--- config.mk ---
export PLATFORM = sky130hd
export DESIGN_NAME = pipelined_control_unit
export DESIGN_NICKNAME = d
export VERILOG_FILES = /design/src/rtl/pipelined_control_unit.sv
export SDC_FILE = /design/constraint.sdc
export NUM_CORES = 1
export LEC_CHECK = 0
export ABC_CLOCK_PERIOD_IN_PS = 2800
export CAP_MARGIN = 20
export CORE_MARGIN = 3
export CORE_UTILIZATION = 40
export DETAILED_ROUTE_END_ITERATION = 16
export PLACE_DENSITY_LB_ADDON = 0.2
export SKIP_CTS_REPAIR_TIMING = 1
export SYNTH_ARGS = -nofsm -noshare
export SYNTH_HDL_FRONTEND = slang
export SYNTH_SLANG_ARGS = --single-unit
--- constraint.sdc ---
create_clock -name clk -period 2.8 [get_ports clk]
set_input_delay 0.7 -clock clk [delete_from_list [all_inputs] [get_ports clk]]
set_output_delay 0.7 -clock clk [all_outputs]
set_load 0.01 [all_outputs]
--- src/rtl/pipelined_control_unit.sv ---
// ============================================================================
// Module : pipelined_control_unit
// Brief  : MIPS ID decode with EXE/MEM/WB control stage registers, forwarding and load-use stall.
// Rev    : 1.0
// ============================================================================
`default_nettype none

module pipelined_control_unit #(
  parameter int REG_W      = 5,
  parameter int ALUC_W     = 4,
  parameter bit ENABLE_FWD = 1'b1
) (
  input  logic              clk,
  input  logic              rst,
  input  logic [5:0]        op,
  input  logic [5:0]        func,
  input  logic [REG_W-1:0]  rs,
  input  logic [REG_W-1:0]  rt,
  input  logic [REG_W-1:0]  rd,
  output logic              wreg,
  output logic              m2reg,
  output logic              wmem,
  output logic              aluimm,
  output logic              regrt,
  output logic [ALUC_W-1:0] aluc,
  output logic              illegal,
  output logic              stall,
  output logic [1:0]        fwda,
  output logic [1:0]        fwdb,
  output logic              ewreg,
  output logic              em2reg,
  output logic              ewmem,
  output logic              ealuimm,
  output logic [ALUC_W-1:0] ealuc,
  output logic [REG_W-1:0]  ern,
  output logic              mwreg,
  output logic              mm2reg,
  output logic              mwmem,
  output logic [REG_W-1:0]  mrn,
  output logic              wwreg,
  output logic              wm2reg,
  output logic [REG_W-1:0]  wrn
);

  localparam logic [5:0] c_OP_RTYPE = 6'b000000;
  localparam logic [5:0] c_OP_LW    = 6'b100011;
  localparam logic [5:0] c_OP_SW    = 6'b101011;
  localparam logic [5:0] c_OP_ADDI  = 6'b001000;
  localparam logic [5:0] c_FN_ADD   = 6'b100000;
  localparam logic [5:0] c_FN_SUB   = 6'b100010;
  localparam logic [5:0] c_FN_AND   = 6'b100100;
  localparam logic [5:0] c_FN_OR    = 6'b100101;
  localparam logic [5:0] c_FN_SLT   = 6'b101010;

  logic [3:0]       w_aluc4;
  logic             w_uses_rt;
  logic [REG_W-1:0] w_rn;

  always_comb begin
    wreg      = 1'b0;
    m2reg     = 1'b0;
    wmem      = 1'b0;
    aluimm    = 1'b0;
    regrt     = 1'b0;
    w_aluc4   = 4'b0000;
    illegal   = 1'b1;
    w_uses_rt = 1'b0;
    case (op)
      c_OP_RTYPE: begin
        case (func)
          c_FN_ADD: begin w_aluc4 = 4'b0010; illegal = 1'b0; end
          c_FN_SUB: begin w_aluc4 = 4'b0110; illegal = 1'b0; end
          c_FN_AND: begin w_aluc4 = 4'b0000; illegal = 1'b0; end
          c_FN_OR:  begin w_aluc4 = 4'b0001; illegal = 1'b0; end
          c_FN_SLT: begin w_aluc4 = 4'b0111; illegal = 1'b0; end
          default:  ;
        endcase
        wreg      = !illegal;
        w_uses_rt = !illegal;
      end
      c_OP_LW: begin
        wreg = 1'b1; m2reg = 1'b1; aluimm = 1'b1; regrt = 1'b1;
        w_aluc4 = 4'b0010; illegal = 1'b0;
      end
      c_OP_SW: begin
        wmem = 1'b1; aluimm = 1'b1; regrt = 1'b1;
        w_aluc4 = 4'b0010; illegal = 1'b0; w_uses_rt = 1'b1;
      end
      c_OP_ADDI: begin
        wreg = 1'b1; aluimm = 1'b1; regrt = 1'b1;
        w_aluc4 = 4'b0010; illegal = 1'b0;
      end
      default: ;
    endcase
  end

  assign aluc = ALUC_W'(w_aluc4);
  // Illegal instructions travel as a full bubble, destination included.
  assign w_rn = illegal ? '0 : (regrt ? rt : rd);

  logic ewreg_q, em2reg_q, ewmem_q, ealuimm_q;
  logic [ALUC_W-1:0] ealuc_q;
  logic [REG_W-1:0]  ern_q, mrn_q, wrn_q;
  logic mwreg_q, mm2reg_q, mwmem_q, wwreg_q, wm2reg_q;

  // Source hits; gating by legality makes illegal instructions read nothing.
  logic w_e_rs, w_e_rt, w_m_rs, w_m_rt;
  assign w_e_rs = !illegal   && ewreg_q && (ern_q != '0) && (ern_q == rs);
  assign w_e_rt = w_uses_rt  && ewreg_q && (ern_q != '0) && (ern_q == rt);
  assign w_m_rs = !illegal   && mwreg_q && (mrn_q != '0) && (mrn_q == rs);
  assign w_m_rt = w_uses_rt  && mwreg_q && (mrn_q != '0) && (mrn_q == rt);

  if (ENABLE_FWD) begin : g_fwd
    assign stall = em2reg_q && (w_e_rs || w_e_rt);
    assign fwda  = (w_e_rs && !em2reg_q) ? 2'b01 :
                   (w_m_rs && !mm2reg_q) ? 2'b10 :
                   (w_m_rs &&  mm2reg_q) ? 2'b11 : 2'b00;
    assign fwdb  = (w_e_rt && !em2reg_q) ? 2'b01 :
                   (w_m_rt && !mm2reg_q) ? 2'b10 :
                   (w_m_rt &&  mm2reg_q) ? 2'b11 : 2'b00;
  end else begin : g_nofwd
    assign stall = w_e_rs || w_e_rt || w_m_rs || w_m_rt;
    assign fwda  = 2'b00;
    assign fwdb  = 2'b00;
  end

  always_ff @(posedge clk) begin
    if (rst) begin
      ewreg_q <= 1'b0; em2reg_q <= 1'b0; ewmem_q <= 1'b0; ealuimm_q <= 1'b0;
      ealuc_q <= '0;   ern_q <= '0;
      mwreg_q <= 1'b0; mm2reg_q <= 1'b0; mwmem_q <= 1'b0; mrn_q <= '0;
      wwreg_q <= 1'b0; wm2reg_q <= 1'b0; wrn_q <= '0;
    end else begin
      ewreg_q   <= stall ? 1'b0 : wreg;
      em2reg_q  <= stall ? 1'b0 : m2reg;
      ewmem_q   <= stall ? 1'b0 : wmem;
      ealuimm_q <= stall ? 1'b0 : aluimm;
      ealuc_q   <= stall ? '0   : aluc;
      ern_q     <= stall ? '0   : w_rn;
      mwreg_q   <= ewreg_q;
      mm2reg_q  <= em2reg_q;
      mwmem_q   <= ewmem_q;
      mrn_q     <= ern_q;
      wwreg_q   <= mwreg_q;
      wm2reg_q  <= mm2reg_q;
      wrn_q     <= mrn_q;
    end
  end

  assign ewreg   = ewreg_q;
  assign em2reg  = em2reg_q;
  assign ewmem   = ewmem_q;
  assign ealuimm = ealuimm_q;
  assign ealuc   = ealuc_q;
  assign ern     = ern_q;
  assign mwreg   = mwreg_q;
  assign mm2reg  = mm2reg_q;
  assign mwmem   = mwmem_q;
  assign mrn     = mrn_q;
  assign wwreg   = wwreg_q;
  assign wm2reg  = wm2reg_q;
  assign wrn     = wrn_q;

endmodule

`default_nettype wire
* Word-level counts from Yosys, hierarchy flattened
Cells that the tools add are included.
** Storage, ports and cells
- Register bits :: 28
- Latch bits :: 0
- Memory bits (writable) :: 0
- Memory bits (read-only) :: 0
- Input port bits :: 29
- Output and inout bits :: 43
- Word-level logic and storage cells :: 74
- Memories :: 0
** Operators by class
- $add $sub $neg :: 0
- Multiply operators :: 0
- Divide/modulo/power cells :: 0
- $lt $le $gt $ge :: 0
- Equal/unequal tests :: 12
- Shift-type cells :: 0
- Muxes and demuxes :: 17
- Bitwise operators :: 0
- Reductions and logical operators :: 32
** Operators with widths (number)
- $eq 6x6->1 const B :: 7
- $eq 5x5->1 :: 4
- $logic_and 1x1->1 :: 19
- $mux 2 :: 6
- $pmux 3 s4 :: 1
- $reduce_bool 5->1 :: 2
- $eq 6x4->1 const B :: 1
- $logic_not 6->1 :: 1
- $pmux 1 s2 :: 3
- $pmux 3 s2 :: 1
- $reduce_or 3->1 :: 2
- $mux 1 :: 5
- $mux 5 :: 1
- $reduce_or 5->1 :: 1
- $logic_not 1->1 :: 4
- $reduce_or 2->1 :: 2
- $logic_or 1x1->1 :: 1

* Depth between registers and ports, before layout
- Depth after elaboration :: 13
- Depth in mapped cells :: 6
- Gate-level depth less buffers :: 6

* Worst setup path before layout
No wires, ideal clock.
- Kind :: in2out
- From :: input port op[1]
- To :: output port fwda[1]
- Arrival time :: 2.031 ns
- Data required time :: 2.100 ns
- Slack :: 0.069 ns
- Stages on the path :: 5
- Buffers on the path :: 0
- Path through :: or3_4 nor4_4 a21boi_4 or3_4 nor2_1
** Between the ends
- Longest elaborated chain between the ends :: 11
- Elaborated cells on any way between the ends :: 19
** Ends and longest elaborated chain
- start: declaration :: line 15 : input logic [5:0] op,
- $eq 6x6->1 or $eq 6x4->1 (tied branches) :: line 68 : case (op)
- $reduce_or 3->1 (no source line)
- $pmux 1 s2 (*) :: line 68
- via illegal :: line 26 : output logic illegal,
- $logic_not 1->1 (*) :: line 108, 110
- $logic_and 1x1->1 (3 in a row) :: line 110 : assign w_m_rs = !illegal && mwreg_q && (mrn_q != '0) && (mrn_q == rs);
- $logic_and 1x1->1 :: line 117 : (w_m_rs && mm2reg_q) ? 2'b11 : 2'b00;
- $mux 2 :: line 117
- $mux 2 :: line 116 : (w_m_rs && !mm2reg_q) ? 2'b10 :
- $mux 2 (*) :: line 115 : assign fwda = (w_e_rs && !em2reg_q) ? 2'b01 :
- end: declaration :: line 28 : output logic [1:0] fwda,
The timed path passes the listed nets; every way through them passes the cells marked *.

* Worst setup path after layout
- From :: input port rs[1]
- To :: output port fwda[0]
** Between the ends
- Longest elaborated chain between the ends :: 6
- Elaborated cells on any way between the ends :: 10
** Ends and longest elaborated chain
- start: declaration :: line 17 : input logic [REG_W-1:0] rs,
- $eq 5x5->1 :: line 110
- $logic_and 1x1->1 :: line 110
- $logic_and 1x1->1 :: line 117
- $mux 2 :: line 117
- $mux 2 :: line 116
- $mux 2 (*) :: line 115
Every way passes the cells marked *; elsewhere a longest branch is shown, timed or not.

==> impl_metrics.tcl <==
set metrics [dict create \
    run_status "complete, but fails checks" \
    violations_in_the_final_reports "negative setup slack" \
    grt_first_pass_wirelength_um 6630 \
    synth-warning-count 0 \
    die_x_um 66.2 \
    core_area_um2 3420 \
    clkSlewWorstSetupHoldPaths_ns 0.15 \
    cp_data_required_time_ns 2.10 \
    layout_min_cycle_time_ns 3.06 \
    timing.setup.critical_path_class "primary input to output port" \
    fmax_ghz 0.327 \
    leakage_uw 0.00132 \
    swShare 0.252 \
    final-hold-violation-count 0 \
    vias 1497 \
    design.portCount 72 \
    finalWeightedCongestion 0.920 \
    antennaDiodeCount 0 \
    areaGrowthSynthToFinish_pct 82.3 \
    cts_tree "done" \
    detailed_place_hpwl_um 3550 \
    floorplan.initialDensity 0.425 \
    ctsHtreeMaxLevel 1 \
    clockBufferDepth 2 \
    end_kind "output port" \
    final-setup-viol-count 5 \
    maximum_single_stage_delay_on_the_critical_path_ns 0.45 \
    part_of_the_total_power_dissipated_in_combinational_logic 0.212 \
    num-fill-cells 249 \
    netlist-cell-type-count 43 \
    grt_pass1_vias 1488 \
    clock_insertion_delay_worst_skew_ns 0.32 \
    hold_class "flop to flop" \
    post-route-drc-count 0 \
    layout.area.seq_um2 541 \
    share_seq_of_total_power 0.547 \
    max_cap_viol_count 0 \
    clkSinkCount 27 \
    rsz0062_at_grt "true" \
    largest_net_degree_at_the_start_of_global_routing 18 \
    grt-ovfl-total 0 \
    peakVddDrop_v 0.000188 \
    slew_violations 0 \
    nets_final 290 \
    final_min_period_over_clock_period 1.09 \
    ys_seq_elements 27 \
    worstMarginPinSlew_ns 0.495 \
    synthesis.area_per_instance_um2 10.1 \
    post-route-util 0.775 \
    critical_path.cell_chain "clkdlybuf4s50_1 > buf_4 > xor2_1 > nor3_1 > nand3_1 > or3_4 > o21bai_4 > buf_6" \
    grt_use_total 0.193 \
    detail_route.iter0.violations 56 \
    whs_ns 0.476 \
    final_cell_count_no_fill 306 \
    final_critical_path_setup_slack_ns -0.260 \
    critical_path_peak_fanout 2 \
    placedCellCount 299 \
    detail-route-antenna-nets 0 \
    area_of_the_multi_input_gates_um2 910 \
    clk_root_buffer_cell "sky130_fd_sc_hd__clkbuf_4" \
    startpoint_type "primary input" \
    die-height_um 66.2 \
    netlist_instances 144 \
    relSlewSlack 0.668 \
    final_layout_size_suffix_gt1_frac 0.331 \
    dieArea_um2 4390 \
    worst_ep_arrival_time_ns 2.36 \
    number_of_placement_rows 21 \
    drt-total-wl_um 4350 \
    critical_path.slowest_cell "sky130_fd_sc_hd__clkdlybuf4s50_1" \
    p_per_area_nw_per_um2 269 \
    clkPwrFrac 0.241 \
    switchingPower_uw 179 \
    tritoncts.num_buffers 3 \
    fraction_of_the_yosys_area_taken_by_sequential_cells 0.372 \
    syn_area_um2 1450 \
    post_drt_via_cell_ratio 4.89 \
    drt-pass1-iter-count 4 \
    skew_ns 0.00235 \
    io_buffers 69 \
    routed_wire_length_per_instance_um 14.2 \
    cell_internal_pwr_uw 532 \
    grt_antenna_before_repair 0 \
]
==> power by group through the flow <==
| stage | Clock (uW) | Sequential [uW] | Combinational [uW] |
|---|---|---|---|
| CTS | 177 | 389 | 151 |
| detailed placement | 0 | 397 | 150 |
| floorplan | 0 | 398 | 48.9 |
| global placement | 0 | 397 | 145 |
| global route | 192 | 389 | 161 |
| finish | 172 | 389 | 151 |
==> layer usage <==
| metal | track usage | routed length (um) | up-vias |
|---|---|---|---|
| met5 | 0 | 0 | - |
| met4 | 0.0406 | 32 | 0 |
| met3 | 0.0272 | 191 | 4 |
| met2 | 0.368 | 2400 | 41 |
| met1 | 0.224 | 1730 | 713 |
| li1 | - | - | 739 |
==> synth_stat cells (all sizes together) <==
master | number | share of area
o22ai | 2 | 0.018
nor2b | 15 | 0.065
nand4bb | 1 | 0.019
a31oi | 2 | 0.0086
a211oi | 8 | 0.041
o21ai | 5 | 0.028
xor2 | 10 | 0.060
and3 | 2 | 0.012
dfxtp | 27 | 0.37
clkbuf | 3 | 0.0078
nor4 | 2 | 0.019
nor2 | 6 | 0.016
inv | 4 | 0.010
buf | 4 | 0.019
xnor2 | 10 | 0.060
or3 | 2 | 0.016
nand2 | 3 | 0.0078
conb | 1 | 0.0026
mux2i | 6 | 0.041
nand3 | 6 | 0.021
nor3 | 4 | 0.014
o21bai | 1 | 0.0078
a21boi | 1 | 0.013
nand2b | 3 | 0.013
o21a | 1 | 0.0052
o2bb2ai | 1 | 0.0060
and2 | 1 | 0.0043
a21oi | 3 | 0.013
nor4bb | 1 | 0.0069
or4 | 4 | 0.026
a2111oi | 2 | 0.021
nor4b | 1 | 0.016
or2 | 2 | 0.010
==> stage by stage <==
step	cell area, um2	worst slack (ns)	total power, uW	setup TNS [ns]
final	2650	-0.260	711	-0.900
after global placement	2510	-0.839	542	-7.72
after floorplan	1460	0.0693	447	0
after detailed placement	2510	-0.919	547	-8.29
after global routing	2650	-0.305	742	-1.35
after CTS	2540	-0.921	716	-8.33
==> cell type report <==
cell class / instances / share of cell area
timing repair buffer: 118 / 0.413
inverter: 4 / 0.00567
clock buffer: 3 / 0.00851
multi-input combinational: 107 / 0.344
tap: 46 / 0.0217
sequential: 27 / 0.204
clock inverter: 1 / 0.00284
==> critical path: cells and delay by family <==
family | cells | cell delay [ns]
buffers and inverters | 3 | 0.71
AND/OR/NAND/NOR | 3 | 0.67
AO/OA/AOI/OAI | 1 | 0.15
XOR/XNOR | 1 | 0.13
==> cell families after synthesis <==
family,share of synthesized area
and+or+nand+nor,0.265
DFF,0.372
AOI/OAI and AO/OA,0.161
xor gates and xnor gates,0.121
buffers and inverters,0.0371
muxes,0.0414
other,0.00258
==> sequential cells by signal, indices dropped and copies added (netlist names) <==
name     cells
mwreg        1
mwmem        1
ewreg        1
wm2reg       1
wwreg        1
ern          5
em2reg       1
ewmem        1
mrn          5
ealuimm      1
wrn          5
mm2reg       1
ealuc        3
==> worst paths after layout <==
check | from | endpoint | slack [ns] | cells after the start
worst min register to register | ewmem | mwmem | 0.48 | 1
worst max register to register | ern[2] | ern[0] | 0.83 | 5
worst min-delay path | ewmem | mwmem | 0.48 | 1
worst max-delay path | rs[1] | fwda[0] | -0.26 | 8
==> placed cells by master, fill, tap and decap left out, drive strengths merged, types with 8 or more instances in the layout <==
cell	synthesis	final
a211oi	8	8
buf	4	55
clkdlybuf4s50	0	41
dfxtp	27	27
dlymetal6s2s	0	20
nor2b	15	15
xnor2	10	10
xor2	10	10
No activity file was read; power rests on OpenSTA's default activity.
